===== src/rtl/alu_serial_loader.sv =====
// Bit-serial command transmitter for the TMR ALU: OP, A, B shifted out MSB first, then a frame strobe.
// Optional even-parity trailer bit enabled by defining ALU_LOADER_PARITY_EN.
`timescale 1ns/1ps
module alu_serial_loader #(
  parameter int unsigned OP_W       = 4,
  parameter int unsigned DATA_W     = 16,
  parameter int unsigned GAP_CYCLES = 2
) (
  input  logic              CLK,
  input  logic              RST,
  input  logic              CMD_VALID,
  output logic              CMD_READY,
  input  logic [OP_W-1:0]   CMD_OP,
  input  logic [DATA_W-1:0] CMD_A,
  input  logic [DATA_W-1:0] CMD_B,
  output logic              DATA_OUT,
  output logic              READY_OUT,
  output logic              BUSY,
  output logic [7:0]        FRAME_CNT
);

  localparam int unsigned PAY_W = OP_W + 2 * DATA_W;
`ifdef ALU_LOADER_PARITY_EN
  localparam int unsigned PAR_W = 1;
`else
  localparam int unsigned PAR_W = 0;
`endif
  localparam int unsigned FRAME_LEN = PAY_W + PAR_W;
  localparam int unsigned CNT_W     = $clog2(FRAME_LEN + 1);
  localparam int unsigned GAP_W     = (GAP_CYCLES > 1) ? $clog2(GAP_CYCLES) : 1;
  localparam int unsigned GAP_LOAD  = (GAP_CYCLES > 0) ? GAP_CYCLES - 1 : 0;

  typedef enum logic [1:0] {
    S_IDLE   = 2'd0,
    S_SHIFT  = 2'd1,
    S_STROBE = 2'd2,
    S_GAP    = 2'd3
  } state_t;

  state_t               state;
  logic [FRAME_LEN-1:0] shreg;
  logic [CNT_W-1:0]     bit_cnt;
  logic [GAP_W-1:0]     gap_cnt;
  logic [PAY_W-1:0]     payload_c;
  logic [FRAME_LEN-1:0] frame_c;

  // Frame image captured on the acceptance edge
  assign payload_c = {CMD_OP, CMD_A, CMD_B};
`ifdef ALU_LOADER_PARITY_EN
  assign frame_c = {payload_c, ^payload_c};
`else
  assign frame_c = payload_c;
`endif

  // DATA_OUT always mirrors the MSB the shift register holds during SHIFT
  always_ff @(posedge CLK or negedge RST) begin
    if (!RST) begin
      state     <= S_IDLE;
      shreg     <= '0;
      bit_cnt   <= '0;
      gap_cnt   <= '0;
      CMD_READY <= 1'b0;
      DATA_OUT  <= 1'b0;
      READY_OUT <= 1'b0;
      BUSY      <= 1'b0;
      FRAME_CNT <= 8'd0;
    end else begin
      case (state)
        S_IDLE: begin
          CMD_READY <= 1'b1;
          if (CMD_VALID && CMD_READY) begin
            state     <= S_SHIFT;
            shreg     <= frame_c;
            bit_cnt   <= CNT_W'(FRAME_LEN);
            DATA_OUT  <= frame_c[FRAME_LEN-1];
            CMD_READY <= 1'b0;
            BUSY      <= 1'b1;
          end
        end
        S_SHIFT: begin
          if (bit_cnt == CNT_W'(1)) begin
            state     <= S_STROBE;
            DATA_OUT  <= 1'b0;
            READY_OUT <= 1'b1;
            FRAME_CNT <= 8'(FRAME_CNT + 8'd1);
          end else begin
            shreg    <= {shreg[FRAME_LEN-2:0], 1'b0};
            DATA_OUT <= shreg[FRAME_LEN-2];
            bit_cnt  <= CNT_W'(bit_cnt - CNT_W'(1));
          end
        end
        S_STROBE: begin
          READY_OUT <= 1'b0;
          if (GAP_CYCLES == 0) begin
            state     <= S_IDLE;
            CMD_READY <= 1'b1;
            BUSY      <= 1'b0;
          end else begin
            state   <= S_GAP;
            gap_cnt <= GAP_W'(GAP_LOAD);
          end
        end
        S_GAP: begin
          if (gap_cnt == '0) begin
            state     <= S_IDLE;
            CMD_READY <= 1'b1;
            BUSY      <= 1'b0;
          end else begin
            gap_cnt <= GAP_W'(gap_cnt - GAP_W'(1));
          end
        end
        default: begin
          state     <= S_IDLE;
          DATA_OUT  <= 1'b0;
          READY_OUT <= 1'b0;
          BUSY      <= 1'b0;
        end
      endcase
    end
  end

endmodule


===== config.mk =====
export PLATFORM = sky130hd
export DESIGN_NAME = alu_serial_loader
export DESIGN_NICKNAME = d
export VERILOG_FILES = /design/src/rtl/alu_serial_loader.sv
export SDC_FILE = /design/constraint.sdc
export NUM_CORES = 1
export LEC_CHECK = 0
export BUFFER_PORTS_ARGS = -buffer_cell sky130_fd_sc_hd__buf_2
export CAP_MARGIN = 20
export CELL_PAD_IN_SITES_DETAIL_PLACEMENT = 1
export CELL_PAD_IN_SITES_GLOBAL_PLACEMENT = 1
export CORE_ASPECT_RATIO = 1.1
export CORE_MARGIN = 2
export CORE_UTILIZATION = 39
export DETAILED_ROUTE_END_ITERATION = 8
export PLACE_DENSITY = 0.79
export SLEW_MARGIN = 30
export SYNTH_ARGS = -nofsm -noshare
export SYNTH_HDL_FRONTEND = slang
export SYNTH_SLANG_ARGS = --single-unit

===== constraint.sdc =====
create_clock -name CLK -period 1.9 [get_ports CLK]
set_clock_uncertainty 0.1 [all_clocks]
set_input_delay 0.38 -clock CLK [delete_from_list [all_inputs] [get_ports CLK]]
set_output_delay 0.38 -clock CLK [all_outputs]
set_load 0.005 [all_outputs]

### Word level (Yosys, flattened, before mapping)

Index checks and enable logic that the tools add are counted.

* reduce and logical (&&, ||, !) cells: 13
* equality and inequality tests: 8
* add/subtract/negate cells: 3
* muxes and demuxes: 23

Operators by type and width (count)
* 35-bit 2-to-1 mux: 2
* 35-bit one-hot mux with 2 select lines: 1
* 6-bit 2-to-1 mux: 2
* 6-bit one-hot mux with 2 select lines: 1
* 1-bit one-hot mux with 2 select lines: 5
* 3-bit AND reduction: 3
* 8-bit by 1-bit adder with 8-bit output, second input constant: 1
* 1-bit 2-to-1 mux: 8
* 2-bit inequality test, second input constant: 4
* 2-bit one-hot mux with 4 select lines: 1
* 2-bit AND reduction: 4
* 2-bit nonzero test: 4
* 6-bit by 1-bit == test with 1-bit output, second input constant: 1
* 2-bit 2-to-1 mux: 3
* 6-bit by 1-bit subtractor with 6-bit output, second input constant: 1
* 2-bit == test, second input constant: 2
* 2-bit by 1-bit == test with 1-bit output, second input constant: 1
* 2-bit logical NOT: 1
* 1-bit logical AND: 1
* 1-bit subtractor, second input constant: 1

* bits of input ports: 39
* word-level logic and storage cells: 56
* output and inout bits: 12
* bits in registers: 56

### Depth between registers and ports, before layout

Gate-level depths: netlist (run 1).

* word-level depth: 3
* gate-level depth with buffers: 8
* gate-level depth less buffers: 6

### Least setup slack after synthesis (run 1)

Ideal clock, no wire load.

* path type: register to register
* start point: register state[0]
* end point: register bit_cnt[5]
* arrival: 1.693 ns
* path buffers: 2
* data required time: 1.735 ns
* cell stages (with the launch flop): 9
* path slack: 0.042 ns
* setup time: 0.065 ns
* period minus slack after synthesis: 1.858 ns
* cells stage by stage: dfrtp_1 inv_1 ha_1 and3_1 buf_2 or2_2 clkbuf_2 a41oi_1 o22a_1

* word-level cells in the longest chain between the ends: 3
* elaborated cells between the ends (all ways): 7

Ends and longest elaborated chain
* start, declared: RTL line 40 `state_t state;`
* start signal, assigned: RTL line 58 `state <= S_IDLE;`
* start signal, assigned: RTL line 72 `state <= S_SHIFT;`
* start signal, assigned: RTL line 82 `state <= S_STROBE;`
* 2-bit by 1-bit == test with 1-bit output / 2-bit logical NOT (equally long branches): RTL line 68 `case (state)`
* 2-bit inequality test (no source line) / 2-bit nonzero test (equally long branches)
* 3-bit AND reduction (no source line)
* end signal, assigned: RTL line 74 `bit_cnt <= CNT_W'(FRAME_LEN);`
* end signal, assigned: RTL line 89 `bit_cnt <= CNT_W'(bit_cnt - CNT_W'(1));`
* end, declared: RTL line 42 `logic [CNT_W-1:0] bit_cnt;`

Several ways; a longest one is shown, not always the timed one.
A chain may end at the register's enable or synchronous reset.

### Worst setup path in the final report (run 1)

* start point: register state[0]
* end point: register shreg[0]

* word-level cells in the longest chain between the ends: 3
* elaborated cells between the ends (all ways): 7

Ends and longest elaborated chain
* 2-bit by 1-bit == test with 1-bit output / 2-bit logical NOT (equally long branches): RTL line 68
* 2-bit inequality test (no source line) / 2-bit nonzero test (equally long branches)
* 3-bit AND reduction (no source line)
* end signal, assigned: RTL line 73 `shreg <= frame_c;`
* end signal, assigned: RTL line 87 `shreg <= {shreg[FRAME_LEN-2:0], 1'b0};`
* end, declared: RTL line 41 `logic [FRAME_LEN-1:0] shreg;`

Several ways; a longest one is shown, not always the timed one.

==> results of run 1 <==
==> power by group through the flow <==
stage	Combinational (uW)	Sequential (uW)	Clock, uW
2_1_floorplan	2.02	1210	0
3_3_place_gp	71.3	1210	0
3_5_place_dp	70.8	1210	0
4_1_cts	72.6	1190	711
5_1_grt	80.4	1190	757
6_report	69.5	1190	686
==> worst min-delay path by stage <==
stage                         start               endpoint  depth (start not counted)
after global routing      CMD_A[12]  shreg[28]$_DFFE_PN0P_                          3
after global placement          RST       BUSY$_DFFE_PN0P_                          2
after floorplan                 RST       BUSY$_DFFE_PN0P_                          0
after detailed placement        RST       BUSY$_DFFE_PN0P_                          2
after CTS                 CMD_A[12]  shreg[28]$_DFFE_PN0P_                          3
final                     CMD_A[12]  shreg[28]$_DFFE_PN0P_                          3
==> area by class of cell <==
type	count	area, um^2	share of cell area (%)
multi-input combinational	180	1230	37.0
inverter	7	26.3	0.791
timing repair buffer	70	473	14.2
clock buffer	5	68.8	2.07
clock inverter	3	22.5	0.678
tap	82	103	3.09
sequential	56	1400	42.2
==> worst max-delay path, stage by stage, from the launching register on <==
cell and delay, ns:
dfrtp_1 0.40, inv_1 0.11, ha_2 0.24, and3_4 0.25, o22ai_4 0.08, buf_4 0.17
buf_12 0.15, a32o_1 0.21
==> cell usage in the layout (no fill, tap or decap), types with 2 or more instances in the layout <==
cell / n
inv_1: 6
dfrtp_1: 56
nand4_1: 5
clkbuf_8: 5
o21ai_0: 30
mux2i_1: 35
xnor2_1: 6
nand2_1: 40
a21oi_1: 5
o31ai_1: 3
buf_2: 50
ha_1: 5
nor2_1: 11
buf_12: 4
o22a_1: 2
mux2_2: 2
o21ai_1: 9
buf_4: 14
==> flip-flops by register name, summed over array words and instances, names as in the netlist <==
register,flops
BUSY,1
CMD_READY,1
DATA_OUT,1
FRAME_CNT,8
READY_OUT,1
bit_cnt,6
gap_cnt,1
shreg,35
state,2
==> layer usage <==
metal / vias to the layer above / track usage [%] / share of wire, %
li1: 1016 / - / -
met1: 1026 / 20.9 / 44
met2: 44 / 30.4 / 51
met3: 6 / 3.64 / 4.0
met4: 0 / 4.44 / 1.1
met5: - / 0 / 0
==> what timing repair did <==
item / CTS / global route
hold buffers: 1 / 0
endpoints found under the setup margin: 12 / 28
cloned: 1 / 0
setup buffers: 4 / 4
endpoints found under the hold margin: 56 / 0
pin swaps: 2 / 4
resized for setup: 3 / 8
==> cells by family after synthesis <==
group	Yosys count	synth area share, %
compound gates	58	13.1
simple gates	71	11.8
flops	56	51.5
mux	37	13.7
fa+ha+maj	7	3.22
xor+xnor	7	2.25
buf+inv	21	4.42
==> through the flow <==
step | setup slack [ns] | cell area, um^2 | TNS [ns] | instances | hold slack [ns]
3_5_place_dp | -0.0330 | 3110 | -0.113 | 385 | 0.306
3_3_place_gp | 0.0329 | 3110 | 0 | 385 | 0.308
6_report | 0.0797 | 3320 | 0 | 403 | 0.219
2_1_floorplan | 0.0420 | 2720 | 0 | 257 | -0.0156
5_1_grt | -0.0166 | 3320 | -0.0245 | 403 | 0.243
4_1_cts | 0.0135 | 3290 | 0 | 399 | 0.219
==> run summary, run 1 <==
Total Power: 1950 uW
CTS Buffer Depth: 2
Setup-failing EPs final: 0
Final period utilization: 95.8%
Grt total ovfl: 0
DIE AREA: 7660 um^2
Critical Path RT: 2.01 ns
Cell row count: 31
Worst r2r src: state[0]$_DFFE_PN0P_
Mapped Nets: 303
Setup crit start kind: flip-flop
First-pass GRT wire length: 10,700 um
I/O pins: 51
Nets: 366
Cells after Synth: 257
Clk pin slew, worst setup/hold paths: 0.11 ns
Slew Viols, Final: 0
Cell variety after synth: 41
P_int: 1490 uW
Leakage: 0.00181 uW
Post-detail-place hpwl: 4060 um
Top cells by count, synth: dfrtp_1 (56), nand2_1 (40), mux2i_1 (35)
Initial antenna violation count: 0
Vias: 2,092
Top FF cell, synth: dfrtp_1
CTS sink cnt: 56
Reg2reg path depth: 7
Via density: 5.19
H-tree depth: 2
Final core utilization: 49.8%
Critical Path AT: 1.93 ns
CTS tree: done
PortBufs: 50
Fill count: 769
Clk Latency, worst-skew pair: 0.32 ns
Synth top area cells: dfrtp_1 (52%), mux2i_1 (13%), o21ai_0 (5.9%)
CP max FO: 18
Combinational share of power: 3.6%
Initial Util: 40.8%
Synth top area share: 51.5%
RePlAce Congestion: 0.737
Worst flop-to-flop path endpoint: shreg[0]$_DFFE_PN0P_
Setup crit end kind: flip-flop
Top-count cell post-synth: dfrtp_1
Post-synth EDFFs: 0
Worst min path class: input pin to flip-flop
Core area: 6670 um^2
Sequential group share of total power: 61.2%
CTS root buffer: clkbuf_8
VDD IR-drop max: 0.324 mV
Synth area leader: dfrtp_1
Area Growth Syn to Fin: 22.2%
Slew @ Worst Pin: 0.319 ns
Largest net degree at the start of global routing: 57
Crit path to: shreg[0]$_DFFE_PN0P_
PwrDens: 586 nW/um^2
R2R Setup Slk: 0.08 ns
Cell Area, Synth: 2720 um^2
Synthesized flop and latch total: 56
Post-Route WL: 6150 um
DRC viols: 0
Yosys warns: 0
Final Hold Fails: 0
Net Sw Frac: 23.4%
Vias in the first global route: 2,270
Die width: 83.6 um
Normalized max-slew margin: 78.6%
Final ANT Viol Nets: 0
Drt pass-1 iters: 4
Status: finished clean
Synth async-reset ratio: 100%
CTS Buf Count: 5
Number of max-cap violations: 0
Sw Pwr: 455 uW
Seq/Total Area, Yosys: 51.5%
GR Util All Layers: 17.1%
Layout cells sized above 1: 28.0%
Avg Cell Area, Syn: 10.6 um^2
# diodes: 0
Final min period: 1.82 ns
Routed WL per cell: 15.3 um
FMAX: 549 MHz
CP startpoint: state[0]$_DFFE_PN0P_
Initial DRC count: 57
WS Path Type: flip-flop to flip-flop
Clock share of power: 35.2%
Die Y: 91.6 um
Power figures use the tool's default switching activity.
==> run 2: changes to the inputs <==
Settings changed: SETUP_SLACK_MARGIN from default to 0.5.
==> run 2 against run 1 <==
Die area did not move. Fmax fell by 1.9%. Global-route usage increased by 2.8 points. Combinational power up 5.2%. Critical path type unchanged. Critical endpoint is now FRAME_CNT[3]$_DFFE_PN0P_.
==> run summary, run 2 (synthesis results as in run 1) <==
CTS tree: done
Top flop regs: shreg (35), FRAME_CNT (8), bit_cnt (6)
Normalized max-slew margin: 66.7% (-12 points)
Cell row count: 31 (unchanged)
Slew @ Worst Pin: 0.497 ns (+0.178 ns)
Most numerous cell on the critical path: buf_4
Kind of cell adding the most delay to the critical path: buffers and inverters
Final Hold Fails: 0 (unchanged)
Number of max-cap violations: 0 (unchanged)
Area Growth Syn to Fin: 47.4%
Reg area: 1410 um^2 (+0.36%)
CTS Buffer Depth: 2 (unchanged)
Largest net degree at the start of global routing: 57 (unchanged)
Initial Util: 40.8% (unchanged)
RePlAce Congestion: 0.728 (-1.2%)
Vias in the first global route: 2,423 (+6.7%)
Core area: 6670 um^2 (unchanged)
WS Path Type: flip-flop to flip-flop
First-pass GRT wire length: 12,100 um (+14%)
Drt pass-1 iters: 4 (unchanged)
Die width: 83.6 um (unchanged)
Final min period: 1.86 ns (+0.0353 ns)
FMAX: 539 MHz (-1.9%)
Area of the multi-input gates: 1500 um^2 (+22%)
Most frequent cells in the layout: dfrtp_1 (52), buf_2 (50), mux2i_1 (35)
Critical Path RT: 2.03 ns (+0.02 ns)
Critical Path AT: 1.99 ns (+0.06 ns)
# diodes: 0 (unchanged)
Worst min path class: input pin to flip-flop
Initial antenna violation count: 0 (unchanged)
Die Y: 91.6 um (unchanged)
Non-filler instance count after layout: 429 (+6.5%)
Clk Latency, worst-skew pair: 0.32 ns (about the same)
Max FFs per register: 35 (unchanged)
Leakage: 0.00220 uW (+21%)
Most flops, register: shreg
CTS root buffer: clkbuf_8
Final period utilization: 97.7% (+1.9 points)
I/O pins: 51 (unchanged)
Routed WL per cell: 19.1 um (+25%)
CP startpoint: state[1]$_DFFE_PN0P_
RSZ-0062 raised after global routing: yes
Min-Delay Startpoint: CMD_B[4]
GR Util All Layers: 19.9% (+2.8 points)
Fill count: 712 (-7.4%)
Final ANT Viol Nets: 0 (unchanged)
Setup crit end kind: flip-flop
H-tree depth: 2 (unchanged)
DIE AREA: 7660 um^2 (unchanged)
Post-Route WL: 8220 um (+34%)
Vias: 2,317 (+11%)
Setup crit start kind: flip-flop
Area of placed instances: 3150 um^2 (+1.5%)
CTS Buf Count: 5 (unchanged)
Initial DRC count: 64 (+12%)
Worst r2r src: state[1]$_DFFE_PN0P_
Nets: 392 (+7.1%)
Status: finished clean
CP max FO: 6 (-12)
Clk pin slew, worst setup/hold paths: 0.11 ns (about the same)
Critical Path Max Stage Delay: 0.41 ns (about the same)
VDD IR-drop max: 0.259 mV (-20%)
Most common cell after layout, fill and taps aside: dfrtp_1
Via density: 5.40 (+4.0%)
Post-detail-place hpwl: 4040 um (-0.63%)
CTS sink cnt: 56 (unchanged)
CP bufs+invs: 3 (unchanged)
PortBufs: 50 (unchanged)
Grt total ovfl: 0 (unchanged)
Slew Viols, Final: 0 (unchanged)
CP max stage cell: dfrtp_1
Inst Count DP: 385 (unchanged)
PwrDens: 487 nW/um^2 (-17%)
Worst path cell trace: inv_2 > ha_4 > nand3b_1 > buf_4 > nor2_4 > buf_4 > nand4_1 > xnor2_1
Layout cells sized above 1: 48.1% (+20 points)
DRC viols: 0 (unchanged)
Setup-failing EPs final: 0 (unchanged)
Post-route cell area: 4010 um^2 (+21%)
-- run 2: changes by cell type in the layout (fill, tap and decap cells not counted), moves of 4 or more --
cell       delta
o21ai_1      +18
dfrtp_2       +4
nand2_1      -19
o21ai_0      -29
nand2_2      +14
buf_6         +9
dfrtp_1       -4
o21ai_2      +10
buf_4         +8
nand2_4       +5
clkbuf_16     +4
-- run 2: power breakdown --
group / switching [uW] / internal (uW) / leakage, uW / total [uW]
combinational: 38.4 / 34.7 / 0.00140 / 73.1
clock: 426 / 263 / 0.0000445 / 689
sequential: 0 / 1190 / 0.000750 / 1190
total: 464 / 1490 / 0.00220 / 1950
-- run 2: layout make-up --
class	count	share of cell area [%]
clock buffers	5	1.72
flip-flops and latches	56	35.1
well taps	82	2.56
multi-input cells	180	37.5
repair buffers	96	22.0
inverters	7	0.655
clock inverters	3	0.530
-- run 2: repair_timing --
action | CTS | global route
setup endpoints to repair | 58 | 59
buffers inserted | 23 | 4
hold buffers | 1 | 0
pin swaps | 13 | 12
cloned | 4 | 4
gates resized for setup | 35 | 46
endpoints found under the hold margin | 56 | 0
-- run 2: layer usage --
| metal | GRT usage, % | vias up | share of wire [%] |
|---|---|---|---|
| met3 | 3.91 | 19 | 4.2 |
| li1 | - | 1076 | - |
| met2 | 36.2 | 58 | 54 |
| met5 | 0 | - | 0 |
| met1 | 24.0 | 1164 | 39 |
| met4 | 4.84 | 0 | 2.8 |
-- run 2: tightest hold or removal path, stage by stage --
cell     delay [ns]
buf_2          0.07
mux2i_1        0.05
o21ai_1        0.10
-- run 2: worst paths after layout --
| path | end | slack [ns] | depth (start not counted) |
|---|---|---|---|
| setup / recovery | FRAME_CNT[3]$_DFFE_PN0P_ | 0.04 | 8 |
| hold / removal | shreg[4]$_DFFE_PN0P_ | 0.22 | 3 |
| setup reg to reg | FRAME_CNT[3]$_DFFE_PN0P_ | 0.04 | 8 |
| hold reg to reg | FRAME_CNT[7]$_DFFE_PN0P_ | 0.39 | 1 |
| max in group asynchronous | FRAME_CNT[2]$_DFFE_PN0P_ | 0.94 | 3 |
| min in group asynchronous | shreg[21]$_DFFE_PN0P_ | 0.47 | 3 |
-- run 2: stage by stage --
stage | util, % | power (uW) | TNS, ns | setup slack, ns | hold slack [ns]
after floorplan | - | 1220 | 0 | 0.126 | -0.0156
after global placement | 47.3 | 1290 | 0 | 0.0894 | 0.308
after detailed placement | 47.3 | 1290 | 0 | 0.0149 | 0.307
after CTS | 55.5 | 1970 | 0 | 0.133 | 0.216
final | 60.1 | 1950 | 0 | 0.0444 | 0.218
after global routing | 60.1 | 2020 | -0.0306 | -0.0306 | 0.217
